## src/rtl/centroid_track.sv

```systemverilog
// Accumulates hit-pixel coordinates per frame, then bit-serially divides to get the centroid.
// Result appears CNT_W+12 edges after the frame_end edge; frame_end while busy is dropped and flagged.
module centroid_track #(
    parameter int MIN_PIXELS = 16,
    parameter int CNT_W      = 20
) (
    input  logic        clk,
    input  logic        reset,
    input  logic [10:0] hcount,
    input  logic [9:0]  vcount,
    input  logic        pixel_hit,
    input  logic        frame_end,
    output logic [10:0] centroid_x,
    output logic [9:0]  centroid_y,
    output logic        found,
    output logic        centroid_valid,
    output logic        busy,
    output logic        overrun
);
    localparam int W  = CNT_W + 11;
    localparam int IW = $clog2(W);
    localparam logic [IW-1:0]    LAST    = IW'(W - 1);
    localparam logic [CNT_W-1:0] MIN_CNT = CNT_W'(MIN_PIXELS);
    localparam logic [CNT_W-1:0] CNT_MAX = '1;

    typedef enum logic [1:0] {ACC, DIV, DONE} state_t;
    state_t state, state_n;

    logic [W-1:0]     sum_x, sum_x_n;
    logic [W-2:0]     sum_y, sum_y_n;
    logic [CNT_W-1:0] count, count_n;
    logic [W-1:0]     quo_x, quo_y;
    logic [CNT_W-1:0] rem_x, rem_y, divisor;
    logic [IW-1:0]    iter;
    logic             skip;
    logic             start, step, commit, ignore;

    logic [CNT_W:0]   try_x, try_y;
    logic             ge_x, ge_y;

    // Saturated count freezes the whole frame so the average stays in range.
    always_comb begin
        sum_x_n = sum_x;
        sum_y_n = sum_y;
        count_n = count;
        if (pixel_hit && count != CNT_MAX) begin
            sum_x_n = sum_x + W'(hcount);
            sum_y_n = sum_y + (W-1)'(vcount);
            count_n = count + CNT_W'(1);
        end
    end

    always_comb begin
        state_n = state;
        start   = 1'b0;
        step    = 1'b0;
        commit  = 1'b0;
        ignore  = 1'b0;
        case (state)
            ACC: begin
                if (frame_end) begin
                    start   = 1'b1;
                    state_n = DIV;
                end
            end
            DIV: begin
                step   = 1'b1;
                ignore = frame_end;
                if (iter == LAST) state_n = DONE;
            end
            DONE: begin
                commit  = 1'b1;
                ignore  = frame_end;
                state_n = ACC;
            end
            default: state_n = ACC;
        endcase
    end

    always_ff @(posedge clk or posedge reset) begin
        if (reset) state <= ACC;
        else       state <= state_n;
    end

    // Restoring step: partial remainder always stays below the divisor,
    // so the subtraction result fits back into CNT_W bits.
    always_comb begin
        try_x = {rem_x, quo_x[W-1]};
        try_y = {rem_y, quo_y[W-1]};
        ge_x  = try_x >= {1'b0, divisor};
        ge_y  = try_y >= {1'b0, divisor};
    end

    always_ff @(posedge clk or posedge reset) begin
        if (reset) begin
            sum_x          <= '0;
            sum_y          <= '0;
            count          <= '0;
            quo_x          <= '0;
            quo_y          <= '0;
            rem_x          <= '0;
            rem_y          <= '0;
            divisor        <= '0;
            iter           <= '0;
            skip           <= 1'b0;
            centroid_x     <= '0;
            centroid_y     <= '0;
            found          <= 1'b0;
            centroid_valid <= 1'b0;
            busy           <= 1'b0;
            overrun        <= 1'b0;
        end else begin
            if (start) begin
                quo_x   <= sum_x_n;
                quo_y   <= {1'b0, sum_y_n};
                rem_x   <= '0;
                rem_y   <= '0;
                iter    <= '0;
                skip    <= count_n < MIN_CNT;
                divisor <= (count_n < MIN_CNT) ? CNT_W'(1) : count_n;
                sum_x   <= '0;
                sum_y   <= '0;
                count   <= '0;
            end else begin
                sum_x <= sum_x_n;
                sum_y <= sum_y_n;
                count <= count_n;
            end
            if (step) begin
                rem_x <= ge_x ? CNT_W'(try_x - {1'b0, divisor}) : try_x[CNT_W-1:0];
                rem_y <= ge_y ? CNT_W'(try_y - {1'b0, divisor}) : try_y[CNT_W-1:0];
                quo_x <= {quo_x[W-2:0], ge_x};
                quo_y <= {quo_y[W-2:0], ge_y};
                iter  <= iter + IW'(1);
            end
            if (commit) begin
                found <= !skip;
                if (!skip) begin
                    centroid_x <= quo_x[10:0];
                    centroid_y <= quo_y[9:0];
                end
            end
            centroid_valid <= commit;
            busy           <= (state_n == DIV);
            overrun        <= ignore;
        end
    end
endmodule

```

## config.mk

```make
export PLATFORM = sky130hd
export DESIGN_NAME = centroid_track
export DESIGN_NICKNAME = d
export VERILOG_FILES = /design/src/rtl/centroid_track.sv
export SDC_FILE = /design/constraint.sdc
export NUM_CORES = 1
export LEC_CHECK = 0
export CAP_MARGIN = 30
export CORE_MARGIN = 2
export CORE_UTILIZATION = 62
export DETAILED_ROUTE_END_ITERATION = 10
export PLACE_DENSITY_LB_ADDON = 0.05
export RECOVER_POWER = 50
export SETUP_SLACK_MARGIN = 0.02
export SLEW_MARGIN = 20
export SYNTH_ARGS = -nofsm -noshare
export SYNTH_HDL_FRONTEND = slang
export SYNTH_SLANG_ARGS = --single-unit
```

## constraint.sdc

```tcl
create_clock -name clk -period 8.85 [get_ports clk]
set_input_delay 1.77 -clock clk [delete_from_list [all_inputs] [get_ports clk]]
set_output_delay 1.77 -clock clk [all_outputs]
set_load 0.01 [all_outputs]
```

==> qor.csv <==
stage,metric,value,unit
outcome,outcome,finished with violations,
outcome,violations,"max-capacitance violations, max-slew violations",
floorplan,die_height,153.3,microns
drt,vias,11350,
synth,yosys_warnings,0,
grt,grt_antenna_before_repair,0,
synth,syn_area_per_cell,9.020,sq um
critical_path,r2r-start,state[1],
floorplan,io_pins,50,
clock_network,clkLatencyLatePin,0.54,ns
min_path,holdCritStartpoint,quo_y[16],
synth,ys_seq_elements,236,
drt,ant_nets,0,
critical_path,start_kind,input pin,
synth,postSynthCellCount,1533,
floorplan,start_util,63.36,%
drt,drt_pass1_iterations,5,
synth,synthFlopType,dfrtp_1,
run,drv_cap,4,
synth,synth_compound_area_share,17.33,%
drt,wl_per_cell,17.86,microns
timing,max_slew_margin,-168.4,%
synth,synth-seq-area-share,42.71,%
synth,synth_common_cells,"dfrtp_1, nand2_1, nor2_1",
place,dpl.hpwl,21.63,mm
critical_path,critical_path.cell_chain,"dlygate4sd3_1, clkinvlp_2, clkbuf_1",
critical_path,path_max_fanout,89,
clock_network,clk_pin_slew,0.06,ns
critical_path,reg2reg_slack,4.62,ns
clock_network,clock-sinks,236,
critical_path,worstPathArrival,5.88,ns
timing,hold_slack,0.4768,ns
critical_path,crit_slowest_cell,clkinvlp_2,
floorplan,die-width,153.3,microns
timing,finalCritPeriodShare,62.48,%
critical_path,critical_path_required,9.20,ns
clock_network,cts.path.max_buffers,3,
critical_path,cp.depth,3,
timing,setup_viol,0,
drt,drtIter0Drc,757,
cells_and_area,fillers,1709,
grt,grt_max_degree,100,
timing,fmax,0.1809,GHz
floorplan,dieArea,23510,sq um
critical_path,r2r-end,quo_y[12],
power,vdd_drop_max,0.2001,mV
timing,rsz0062_at_grt,false,
critical_path,cpPeakStageDelay,2.25,ns
clock_network,cts_tree,yes,
synth,synth.net_count,1629,
clock_network,cts_htree_levels,1,
critical_path,end_kind,asynchronous set/reset pin,
clock_network,clock_tree.root_cell,clkbuf_16,
min_path,holdPathEnd,quo_y[17],
drt,remaining_drc_errors,0,
drt,viasPerCell,6.179,
floorplan,coreArea,21820,sq um
synth,synth_xor_area_share,5.891,%
clock_network,holdBufCountCts,0,
timing,min_period,5.529,ns
cells_and_area,drive_gt1_share,6.551,%
critical_path,worstSetupPathType,input pin to asynchronous set/reset pin,
floorplan,num_rows,54,
synth,synth_top_family_by_area,simple AND/OR/NAND/NOR gates,
timing,fin_skew,0.01792,ns
drt,drt-total-wl,32.81,mm
cells_and_area,antenna_cells,0,
synth,synth_edf_count,0,
power,p_leak,6.714,nW
clock_network,numCtsBuffers,27,
critical_path,reg2regPathDepth,6,
critical_path,crit_buf_inv,3,
clock_network,cts_resized,0,
power,powerDensity,348.8,nW/um^2
min_path,worstHoldPathType,register to register,
timing,final_hold_viol_count,0,
cells_and_area,fin_nets,1635,
timing,setup_tns,0,ns
synth,synthSimpleGateAreaFrac,19.54,%
synth,yosysUniqueCellTypes,76,
cells_and_area,syn2layout_area_growth,11.50,%
synth,synth_fa_ha_area_share,6.642,%
place,io_buffers,49,
timing,worst_slew_pin_slew,4.005,ns
critical_path,cp_top_family,buffers and inverters,
timing,slew_viol_final,225,
synth,synthArstFlopShare,100.0,%
synth,synth.largest_area_cell,dfrtp_1,
grt,track_usage,28.27,%
synth,synth_top_area_share,42.71,%
grt,grt_pass1_vias,11200,
synth,syn-cell-area,13830,sq um
synth,yosysMostFrequentCell,dfrtp_1,
grt,grt_overflow_total,0,
min_path,hold_depth,2,
grt,grt_pass1_wl,55.53,mm
synth,synthMuxAreaShare,3.746,%
place,gp_routability_congestion,0.8981,
synth,synthTopCellsByArea,"dfrtp_1, ha_1, nand2_1",
clock_network,post_cts_buffers,0,
worst min-delay path, stage by stage, from the launching register on:
cell and delay (ns):
dfrtp_1 0.33, nand2_1 0.05, o221ai_1 0.05
flip-flops by register name (all words and copies together) (netlist names):
register / flops
sum_y: 30
centroid_y: 10
count: 20
centroid_x: 11
state: 2
rem_y: 20
sum_x: 31
rem_x: 20
quo_x: 31
centroid_valid: 1
divisor: 20
iter: 5
quo_y: 31
found: 1
skip: 1
overrun: 1
busy: 1
kinds of logic after synthesis:
group                      count (synthesis)
buffers and inverters                    145
AOI/OAI and AO/OA                        375
muxes                                     49
adders and majority gates                 71
and+or+nand+nor                          564
DFF                                      236
xor gates and xnor gates                  93
worst max path at each step:
| stage | from | endpoint | slack [ns] |
|---|---|---|---|
| after CTS | vcount[0] | quo_y[12] | 4.36 |
| after detailed placement | vcount[0] | quo_y[20] | 3.82 |
| final | reset | quo_y[0] | 3.32 |
| after floorplan | reset | busy | 0.61 |
| after global placement | vcount[0] | quo_y[16] | 3.87 |
| after global routing | reset | quo_y[0] | 2.45 |
routing by layer:
metal	GRT usage, %	up-vias	part of all wire, %
li1	-	5463	-
met1	38.41	5515	43
met2	47.07	312	48
met3	3.941	61	5.4
met4	9.480	0	2.9
met5	0	-	0
placed cells by master (no fill, tap or decap), types with 21 or more instances in the layout:
cell / n
and3_1: 43
nand3_1: 56
nor3_1: 37
o21ai_1: 29
dfrtp_1: 236
ha_1: 66
clkbuf_16: 27
mux2i_1: 27
nand2_1: 167
mux2_2: 22
a21oi_1: 95
clkdlybuf4s50_1: 47
a21o_1: 21
nand4_1: 25
inv_1: 55
xor2_1: 45
xnor2_1: 48
nor2_1: 149
o21ai_0: 82
area by class of cell:
cell class | instances | area (sq um) | share of cell area, %
sequential | 236 | 5906 | 38.31
clock inverter | 13 | 171.4 | 1.112
inverter | 58 | 219.0 | 1.420
timing repair buffer | 64 | 655.6 | 4.253
multi-input combinational | 1152 | 7363 | 47.76
clock buffer | 34 | 752.0 | 4.877
tap | 280 | 350.3 | 2.272
report_power, final:
part           switching (mW)  internal [mW]
Clock                   0.451          0.713
Combinational            1.54           1.05
Sequential              0.228           1.40
per-stage QoR:
stage / setup slack [ns] / area [sq um] / power (mW) / util (%) / instances
floorplan: 0.6053 / 13830 / 3.616 / - / 1533
global placement: 3.870 / 14430 / 4.109 / 66.11 / 1786
detailed placement: 3.824 / 14470 / 4.197 / 66.28 / 1788
CTS: 4.362 / 15390 / 5.382 / 70.51 / 1835
global route: 2.449 / 15420 / 5.803 / 70.65 / 1837
finish: 3.321 / 15420 / 5.378 / 70.65 / 1837
No activity file was read; power rests on OpenSTA's default activity.
